File: src/rtl/ct_had_pcfifo_pkg.sv
// Shared constants and FSM state encoding for the HAD PC-trace FIFO.
// Both the PCFIFO storage and its read controller import this package.
package ct_had_pcfifo_pkg;

    localparam int DATAW     = 64;  // width of one PC entry
    localparam int DEPTH     = 16;  // FIFO depth, also the maximum burst length
    localparam int CNT_WIDTH = 5;   // burst counter width, log2(DEPTH)+1
    localparam int LEN_WIDTH = 4;   // request length field (entries minus 1)

    // Read-controller states, dense 2-bit encoding.
    typedef enum logic [1:0] {
        ST_IDLE = 2'd0,
        ST_RD   = 2'd1,
        ST_CAP  = 2'd2,
        ST_RSP  = 2'd3
    } pcfifo_state_e;

endpackage

File: src/rtl/ct_had_pcfifo_rdctrl.sv
// Read/control side of the HAD PC-trace FIFO.
// Gates trace recording into the PCFIFO and serves debug-host read requests
// by popping entries one at a time and returning each over a valid/ready
// response channel.
// Build option: define HAD_PCFIFO_BURST_EN to enable 1..16 entry bursts;
// without it every request returns exactly one entry flagged last.
module ct_had_pcfifo_rdctrl
    import ct_had_pcfifo_pkg::*;
(
    input  logic                 cpuclk,
    input  logic                 cpurst_b,
    input  logic                 had_xx_dbg_mode,
    input  logic                 regs_pcfifo_trc_en,
    input  logic                 regs_pcfifo_req_vld,
    input  logic [LEN_WIDTH-1:0] regs_pcfifo_req_len,
    output logic                 pcfifo_req_rdy,
    input  logic                 regs_pcfifo_abort,
    input  logic [DATAW-1:0]     pcfifo_regs_data,
    output logic                 ctrl_pcfifo_ren,
    output logic                 ctrl_pcfifo_wen,
    output logic                 pcfifo_rsp_vld,
    output logic [DATAW-1:0]     pcfifo_rsp_data,
    output logic                 pcfifo_rsp_last,
    input  logic                 regs_pcfifo_rsp_rdy,
    output logic                 pcfifo_busy
);

    pcfifo_state_e    state_q, state_d;
    logic             abort_pend_q;
    logic             req_rdy_q, ren_q, rsp_vld_q, busy_q, wen_q;
    logic [DATAW-1:0] rsp_data_q;
    logic             rsp_last_q;
    logic             req_acc;
    logic             remain_zero;

    // A request is only taken in IDLE; requests arriving elsewhere are dropped.
    assign req_acc = regs_pcfifo_req_vld && (state_q == ST_IDLE);

`ifdef HAD_PCFIFO_BURST_EN
    logic [CNT_WIDTH-1:0] remain_q;

    // Entries still to pop: loaded with len+1 on accept, one less per pop.
    always_ff @(posedge cpuclk or negedge cpurst_b) begin
        if (!cpurst_b) begin
            remain_q <= '0;
        end else if (req_acc) begin
            remain_q <= CNT_WIDTH'(regs_pcfifo_req_len) + CNT_WIDTH'(1);
        end else if (state_q == ST_RD) begin
            remain_q <= remain_q - CNT_WIDTH'(1);
        end
    end

    assign remain_zero = (remain_q == '0);
`else
    // Single-entry reads: the one pop always empties the request, so no
    // counter is kept and the length field is ignored.
    logic len_unused;
    assign len_unused  = ^regs_pcfifo_req_len;
    assign remain_zero = 1'b1;
`endif

    // Next-state decode for the read sequence IDLE -> RD -> CAP -> RSP.
    always_comb begin
        // NOTE: default first so every path assigns state_d and no latch is inferred.
        state_d = state_q;
        case (state_q)
            ST_IDLE: if (regs_pcfifo_req_vld) state_d = ST_RD;
            ST_RD:   state_d = ST_CAP;
            ST_CAP:  state_d = ST_RSP;
            ST_RSP:  if (regs_pcfifo_rsp_rdy)
                         state_d = (!remain_zero && !abort_pend_q) ? ST_RD : ST_IDLE;
            default: state_d = ST_IDLE;
        endcase
    end

    // State register, registered FSM outputs, abort tracking, capture and write gate.
    always_ff @(posedge cpuclk or negedge cpurst_b) begin
        if (!cpurst_b) begin
            state_q      <= ST_IDLE;
            abort_pend_q <= 1'b0;
            req_rdy_q    <= 1'b1;
            ren_q        <= 1'b0;
            rsp_vld_q    <= 1'b0;
            busy_q       <= 1'b0;
            rsp_data_q   <= '0;
            rsp_last_q   <= 1'b0;
            wen_q        <= 1'b0;
        end else begin
            // NOTE: non-blocking assignments so every register samples pre-edge values.
            state_q   <= state_d;
            req_rdy_q <= (state_d == ST_IDLE);
            ren_q     <= (state_d == ST_RD);
            rsp_vld_q <= (state_d == ST_RSP);
            busy_q    <= (state_d != ST_IDLE);

            if (req_acc) begin
                abort_pend_q <= 1'b0;
            end else if ((state_q != ST_IDLE) && regs_pcfifo_abort) begin
                abort_pend_q <= 1'b1;
            end

            // PCFIFO dout is valid in CAP; an abort seen here still marks this entry last.
            if (state_q == ST_CAP) begin
                rsp_data_q <= pcfifo_regs_data;
                rsp_last_q <= remain_zero || abort_pend_q || regs_pcfifo_abort;
            end

            // Recording is frozen for the whole burst so the drained sequence is not overwritten.
            wen_q <= regs_pcfifo_trc_en && !had_xx_dbg_mode && (state_q == ST_IDLE) && !req_acc;
        end
    end

    assign pcfifo_req_rdy  = req_rdy_q;
    assign ctrl_pcfifo_ren = ren_q;
    assign ctrl_pcfifo_wen = wen_q;
    assign pcfifo_rsp_vld  = rsp_vld_q;
    assign pcfifo_rsp_data = rsp_data_q;
    assign pcfifo_rsp_last = rsp_last_q;
    assign pcfifo_busy     = busy_q;

endmodule

File: config.mk
export PLATFORM = sky130hd
export DESIGN_NAME = ct_had_pcfifo_rdctrl
export DESIGN_NICKNAME = d
export VERILOG_FILES = /design/src/rtl/ct_had_pcfifo_pkg.sv /design/src/rtl/ct_had_pcfifo_rdctrl.sv
export SDC_FILE = /design/constraint.sdc
export NUM_CORES = 1
export LEC_CHECK = 0
export BUFFER_PORTS_ARGS = -buffer_cell sky130_fd_sc_hd__clkbuf_2
export CAP_MARGIN = 20
export CORE_MARGIN = 5
export CORE_UTILIZATION = 40
export CTS_CLUSTER_SIZE = 28
export DETAILED_ROUTE_END_ITERATION = 8
export PLACE_DENSITY = 0.78
export SLEW_MARGIN = 20
export SYNTH_ARGS = -nofsm -noshare
export SYNTH_HDL_FRONTEND = slang
export SYNTH_SLANG_ARGS = --single-unit
File: constraint.sdc
create_clock -name cpuclk -period 1.9 [get_ports cpuclk]
set_clock_uncertainty 0.2 [all_clocks]
set_input_delay 0.19 -clock cpuclk [delete_from_list [all_inputs] [get_ports cpuclk]]
set_output_delay 0.19 -clock cpuclk [all_outputs]
set_load 0.03 [all_outputs]
# Yosys cells after proc, flatten, opt, wreduce, memory -nomap -nowiden
# Index checks and enable logic that the tools add are counted.
dict set report word_totals {
  ff_bits 72
  word_cells 25
}
dict set report classes {
  n_eq_ne 5
  mux 3
  reduce_logical 9
}
# operator n
set ops {}
lappend ops {{one-hot mux 2 bit (4 select lines)} 1}
lappend ops {{equality test 2 bit, second input constant} 3}
lappend ops {{equality test 2 x 1 -> 1 bit, second input constant} 2}
lappend ops {{logical AND 1 bit} 4}
lappend ops {{zero test 2 bit} 2}
lappend ops {{two-way mux 2 bit} 2}
lappend ops {{zero test 1 bit} 2}
lappend ops {{nonzero test 2 bit} 1}

# Depth between registers and ports, before layout
# Gate-level depths: netlist (run 1).
dict set report logic_depth {
  word_depth 4
  depth_mapped 5
  ltp_nobuf 2
}

# Worst setup path after synthesis (run 1)
# OpenSTA, ideal clock, no wires.
dict set report synth_path {
  kind {flip-flop to flip-flop}
  startpoint {register state_q[0]}
  endpoint {register rsp_data_q[0] (netlist: pcfifo_rsp_data[0])}
  setup_time_ns 0.125
  t_arrival_ns 1.207
  required_time_ns 1.575
  path_slack_ns 0.368
  stages_incl_launch_ff 6
  period_less_slack_ns 1.532
  path_cell_list {dfrtp_1 > buf_4 > nor2b_4 > buf_12 > buf_12 > mux2_4}
}
dict set report synth_via {
  elab_chain_cells 1
}
# item line
set synth_lines {}
lappend synth_lines {{start: declaration} ct_had_pcfifo_rdctrl.sv:28} ;# pcfifo_state_e state_q, state_d;
lappend synth_lines {{start signal: assignment} ct_had_pcfifo_rdctrl.sv:90} ;# state_q <= state_d;
lappend synth_lines {{equality test 2 bit} ct_had_pcfifo_rdctrl.sv:103} ;# if (state_q == ST_CAP) begin
lappend synth_lines {{end signal: assignment} ct_had_pcfifo_rdctrl.sv:104} ;# rsp_data_q <= pcfifo_regs_data;
lappend synth_lines {{end: declaration} ct_had_pcfifo_rdctrl.sv:31} ;# logic [DATAW-1:0] rsp_data_q;
# Every way passes these cells.
# A chain may end at the register's enable or synchronous reset.

# Worst setup path in the final report (run 1)
dict set report layout_path {
  startpoint {input port regs_pcfifo_trc_en}
  endpoint {register wen_q (netlist: ctrl_pcfifo_wen)}
}
dict set report layout_via {
  elab_chain_cells 3
}
# item line
set layout_lines {}
lappend layout_lines {{start: declaration} ct_had_pcfifo_rdctrl.sv:13} ;# input logic regs_pcfifo_trc_en,
lappend layout_lines {{logical AND 1 bit (3 in series)} ct_had_pcfifo_rdctrl.sv:109} ;# wen_q <= regs_pcfifo_trc_en && !had_xx_dbg_mode && (state_q == ST_IDLE) && !req_acc;
lappend layout_lines {{end signal: assignment} ct_had_pcfifo_rdctrl.sv:109}
lappend layout_lines {{end: declaration} ct_had_pcfifo_rdctrl.sv:30} ;# logic req_rdy_q, ren_q, rsp_vld_q, busy_q, wen_q;
# Every way passes these cells.

==> flow_metrics.env, run 1 <==
export IMPL_grt_pass1_wl_um=11630
export IMPL_hold_class="in2async"
export IMPL_area_delta_synth_final_pct=55.13
export IMPL_cts_sinks=72
export IMPL_power_leakage_nw=2.297
export IMPL_numPortBuffers=139
export IMPL_grt_max_degree=73
export IMPL_rsz0062_at_grt="false"
export IMPL_setup_tns_ns=0
export IMPL_cts_htree_levels=3
export IMPL_first_iter_violations=12
export IMPL_r2r_start="state_q[0]$_DFF_PN0_"
export IMPL_cts_max_path_buffers=2
export IMPL_syn_cell_area_um2=2942
export IMPL_hold_viol=0
export IMPL_ctsHoldBuffers=70
export IMPL_required_ns=1.91
export IMPL_cts_post_setup_buffers_inserted=0
export IMPL_startpoint="regs_pcfifo_trc_en"
export IMPL_io_pins=145
export IMPL_gr_total_overflow=0
export IMPL_die_w_um=95.76
export IMPL_firstDrtPassIters=2
export IMPL_rrSetupSlack_ns=0.22
export IMPL_layoutNonFillerInstCount=477
export IMPL_ant_nets=0
export IMPL_viasPerCell=4.436
export IMPL_slew_headroom=0.7543
export IMPL_antenna_found_initial=0
export IMPL_worstSetupEndpointType="flip-flop"
export IMPL_nets=448
export IMPL_dp_hpwl_um=4490
export IMPL_vdd_ir_drop_max_mv=0.9623
export IMPL_cts_root_buf="clkbuf_8"
export IMPL_worstPathArrival_ns=1.69
export IMPL_dpl_cell_area_um2=3682
export IMPL_synthCells=158
export IMPL_postSynthAreaPerCell_um2=18.62
export IMPL_drc=0
export IMPL_place_gp_congestion=0.6334
export IMPL_rr_worst_depth=3
export IMPL_clk_pin_slew_worst_paths_ns=0.08
export IMPL_cp_max_fo=1
export IMPL_fin_crit_ns=1.680
export IMPL_num_antenna_cells=0
export IMPL_grt_total_usage=0.1670
export IMPL_period_share=0.8840
export IMPL_r2r_end="pcfifo_rsp_data[50]$_DFFE_PN0P_"
export IMPL_row_count=31
export IMPL_ys_seq_area_frac=0.6129
export IMPL_drive_above_1_share=0.5899
export IMPL_clock_latency_ns=0.33
export IMPL_yosysUniqueCellTypes=20
export IMPL_cts_buffers=9
export IMPL_die_height_um=95.76
export IMPL_cp_start_kind="input port"
export IMPL_ys_seq_elements=72
export IMPL_post_route_util=0.6325
export IMPL_ctsResizeCount=0
export IMPL_setup_viol=0
export IMPL_vias=2116
export IMPL_die_area_um2=9169
export IMPL_power_density_nw_per_um2=1854
export IMPL_max_freq_ghz=0.5954
export IMPL_first_global_vias=2435
export IMPL_coreArea_um2=7214
export IMPL_outcome="finished clean"
export IMPL_wl_per_cell_um=15.51
export IMPL_final_max_slew_viol_count=0
export IMPL_ys_warn_count=0
export IMPL_design_area_um2=4563
export IMPL_drt_total_wl_um=7399
export IMPL_tightest_slew_ns=0.3686
export IMPL_syn_nets=233
export IMPL_dp_cells=391
export IMPL_initial_core_util=0.4077
export IMPL_path_class="in2reg"
export IMPL_drv_cap=0
export IMPL_cts_tree="done"
==> registers in the layout, summed over array words and instances, names as in the netlist <==
register and count:
ctrl_pcfifo_ren 1, pcfifo_rsp_vld 1, pcfifo_rsp_last 1, state_q 2, pcfifo_req_rdy 1, pcfifo_busy 1
pcfifo_rsp_data 64, ctrl_pcfifo_wen 1
==> worst max-delay path, stage by stage <==
cell           delay, ns
dlygate4sd3_1       0.52
clkbuf_2            0.10
nand2b_1            0.05
dlygate4sd3_1       0.57
nor4_1              0.26
==> cells in the mapped netlist <==
cell / count / area, µm²
buf_4: 2 / 15.01
nor3b_1: 1 / 7.510
nor4_1: 1 / 6.260
a21oi_1: 1 / 5.000
buf_6: 1 / 11.26
o21a_1: 1 / 7.510
o22ai_1: 1 / 6.260
nor2_1: 1 / 3.750
mux2_2: 15 / 168.9
dfrtp_1: 71 / 1777
nor2b_4: 1 / 13.76
nand3_1: 1 / 5.000
buf_12: 6 / 120.1
o31ai_1: 1 / 7.510
nand2b_1: 1 / 6.260
or2_2: 1 / 6.260
mux2_4: 49 / 735.7
dfstp_2: 1 / 26.28
o31a_1: 1 / 8.760
inv_1: 1 / 3.750
==> placed cells by master, fill, tap and decap left out, types with 3 or more instances in the layout <==
cell type	n
dfrtp_1	71
mux2_4	49
mux2_2	15
dlygate4sd3_1	70
clkbuf_8	9
buf_12	3
clkbuf_1	3
clkbuf_2	138
clkinv_2	3
==> worst max-delay path by stage <==
stage,to,slack [ns],depth (start not counted)
CTS,pcfifo_rsp_data[50]$_DFFE_PN0P_,0.22,3
global route,pcfifo_rsp_data[49]$_DFFE_PN0P_,0.17,3
global placement,pcfifo_rsp_data[49]$_DFFE_PN0P_,0.27,3
finish,ctrl_pcfifo_wen$_DFF_PN0_,0.22,5
detailed placement,pcfifo_rsp_data[50]$_DFFE_PN0P_,0.24,3
floorplan,pcfifo_rsp_data[0]$_DFFE_PN0P_,0.37,5
==> per-stage QoR <==
stage	setup slack (ns)	hold WS (ns)	power, mW
3_5_place_dp	0.2436	0.03953	7.220
6_report	0.2204	0.2498	8.458
5_1_grt	0.1692	0.2691	8.904
3_3_place_gp	0.2675	0.03987	7.093
2_1_floorplan	0.3676	-0.3056	6.269
4_1_cts	0.2185	0.2361	8.515
==> power by group <==
| part | switching [mW] | internal [mW] | leakage, nW |
|---|---|---|---|
| Clock | 0.516 | 0.602 | 0.0941 |
| Sequential | 0.456 | 2.31 | 0.838 |
| Combinational | 2.57 | 2.01 | 1.36 |
==> cells by family after synthesis <==
| group | count (synthesis) | share of synthesized area |
|---|---|---|
| AO/OA/AOI/OAI | 5 | 0.01191 |
| buffers and inverters | 10 | 0.05104 |
| multiplexers | 64 | 0.3075 |
| flip-flops | 72 | 0.6129 |
| AND/OR/NAND/NOR | 7 | 0.01659 |
==> layer usage <==
layer  GRT usage  vias to the layer above  routed length [µm]
met5           0                        -                   0
met3     0.04926                       13                 486
met2      0.3115                       86                4048
li1            -                      981                   -
met1      0.1766                     1036                2772
met4     0.06043                        0                  91
==> final cells by class <==
cell class | instances | area [µm²]
fill | 559 | 2651
sequential | 72 | 1803
timing repair buffer | 213 | 1464
multi-input combinational | 76 | 988.4
clock buffer | 12 | 135.1
tap | 99 | 123.9
clock inverter | 4 | 45.04
inverter | 1 | 3.754
Note: power is estimated with default switching activity, not from simulation.
==> run 2, diff against run 1 <==
Settings changed: CORE_UTILIZATION 40 to 30, PLACE_DENSITY 0.78 to 0.63.
==> flow_metrics.env, run 2 (synthesis gave the netlist of run 1 again) <==
export IMPL_outcome="finished clean"
export IMPL_largest_reg_flops=64
export IMPL_cp_max_fo=8
export IMPL_finalPower_mw=8.430
export IMPL_viasPerCell=4.133
export IMPL_grt_max_degree=43
export IMPL_final_max_slew_viol_count=0
export IMPL_cp_start_kind="flip-flop"
export IMPL_power_leakage_nw=2.296
export IMPL_setup_viol=0
export IMPL_gr_total_overflow=0
export IMPL_die_w_um=109.0
export IMPL_clock_latency_ns=0.32
export IMPL_setup_tns_ns=0
export IMPL_final_cell_mix="clkbuf_2 (138), dfrtp_1 (71), dlygate4sd3_1 (70), mux2_4 (49), mux2_2 (15)"
export IMPL_ctsResizeCount=0
export IMPL_place_gp_congestion=0.6561
export IMPL_initial_core_util=0.3037
export IMPL_area_delta_synth_final_pct=56.74
export IMPL_coreArea_um2=9684
export IMPL_rr_worst_depth=3
export IMPL_rsz0062_at_grt="false"
export IMPL_slew_headroom=0.6749
export IMPL_cts_sinks=72
export IMPL_antenna_found_initial=0
export IMPL_first_global_vias=2403
export IMPL_wl_per_cell_um=14.28
export IMPL_cts_tree="done"
export IMPL_fin_crit_ns=1.624
export IMPL_clk_pin_slew_worst_paths_ns=0.08
export IMPL_cts_buffers=9
export IMPL_numPortBuffers=139
export IMPL_vias=2108
export IMPL_ant_nets=0
export IMPL_num_fill_cells=842
export IMPL_nets=449
export IMPL_hold_viol=0
export IMPL_cts_max_path_buffers=2
export IMPL_worstSetupEndpointType="flip-flop"
export IMPL_vdd_ir_drop_max_mv=0.9325
export IMPL_tightest_slew_ns=0.4876
export IMPL_hold_ws_ns=0.1606
export IMPL_grt_total_usage=0.1285
export IMPL_hold_class="in2async"
export IMPL_grt_pass1_wl_um=11720
export IMPL_io_pins=145
export IMPL_drive_above_1_share=0.5942
export IMPL_cts_htree_levels=3
export IMPL_num_antenna_cells=0
export IMPL_dp_hpwl_um=4526
export IMPL_worstPathArrival_ns=1.70
export IMPL_drc=0
export IMPL_drt_total_wl_um=7283
export IMPL_row_count=36
export IMPL_power_density_nw_per_um2=1828
export IMPL_max_freq_ghz=0.6156
export IMPL_period_share=0.8549
export IMPL_drv_cap=0
export IMPL_die_area_um2=11890
export IMPL_final_common_cell="clkbuf_2"
export IMPL_cts_root_buf="clkbuf_8"
export IMPL_die_height_um=109.0
export IMPL_dp_cells=426
export IMPL_layoutNonFillerInstCount=510
export IMPL_firstDrtPassIters=4
export IMPL_required_ns=1.97
export IMPL_setup_ws_ns=0.2757
export IMPL_dp_worst_setup_slack_ns=0.2949
export IMPL_path_class="reg2reg"
export IMPL_first_iter_violations=70
run 2: worst max-delay path, cell delays in order (launching register included):
cell and delay, ns:
dfrtp_1 0.41, buf_4 0.17, o31ai_1 0.22, dlygate4sd3_1 0.57
run 2: stage by stage:
| step | cell area (µm²) | utilization |
|---|---|---|
| 3_3_place_gp | 3735 | 0.3857 |
| 3_5_place_dp | 3735 | 0.3857 |
| 6_report | 4611 | 0.4761 |
| 5_1_grt | 4611 | 0.4761 |
| 4_1_cts | 4611 | 0.4761 |
| 2_1_floorplan | 2942 | - |
run 2: worst paths after layout:
check	endpoint	slack, ns	start
setup / recovery	pcfifo_req_rdy$_DFF_PN1_	0.28	state_q[0]$_DFF_PN0_
hold / removal	pcfifo_rsp_data[5]$_DFFE_PN0P_	0.16	cpurst_b
setup reg to reg	pcfifo_req_rdy$_DFF_PN1_	0.28	state_q[0]$_DFF_PN0_
hold reg to reg	pcfifo_rsp_last$_DFFE_PN0P_	0.29	pcfifo_rsp_last$_DFFE_PN0P_
max in group asynchronous	pcfifo_rsp_data[42]$_DFFE_PN0P_	0.77	cpurst_b
min in group cpuclk	pcfifo_rsp_last$_DFFE_PN0P_	0.29	pcfifo_rsp_last$_DFFE_PN0P_
run 2: where the power goes:
group          leakage (nW)  internal [mW]  switching [mW]
logic                  1.37           2.02            2.56
registers             0.838           2.31           0.416
clock network        0.0880          0.588           0.536
run 2: layout make-up:
type	instances	area, µm²	area share
clock buffers	10	127.6	0.02768
clock inverters	4	47.55	0.01031
inverters	1	3.754	0.0008141
multi-input cells	76	988.4	0.2144
flip-flops and latches	72	1803	0.3910
well taps	133	166.4	0.03609
repair buffers	214	1474	0.3197
run 2: routing by layer:
| layer | wire length, µm | vias to the layer above | global-route usage |
|---|---|---|---|
| li1 | - | 983 | - |
| met1 | 3041 | 1041 | 0.1476 |
| met2 | 3759 | 77 | 0.2228 |
| met3 | 426 | 7 | 0.03848 |
| met4 | 56 | 0 | 0.05230 |
| met5 | 0 | - | 0 |
run 2: timing repair:
item,in CTS,in global routing
endpoints found under the hold margin,106,0
buffers inserted,0,0
hold buffers,70,0
setup endpoints to repair,0,0
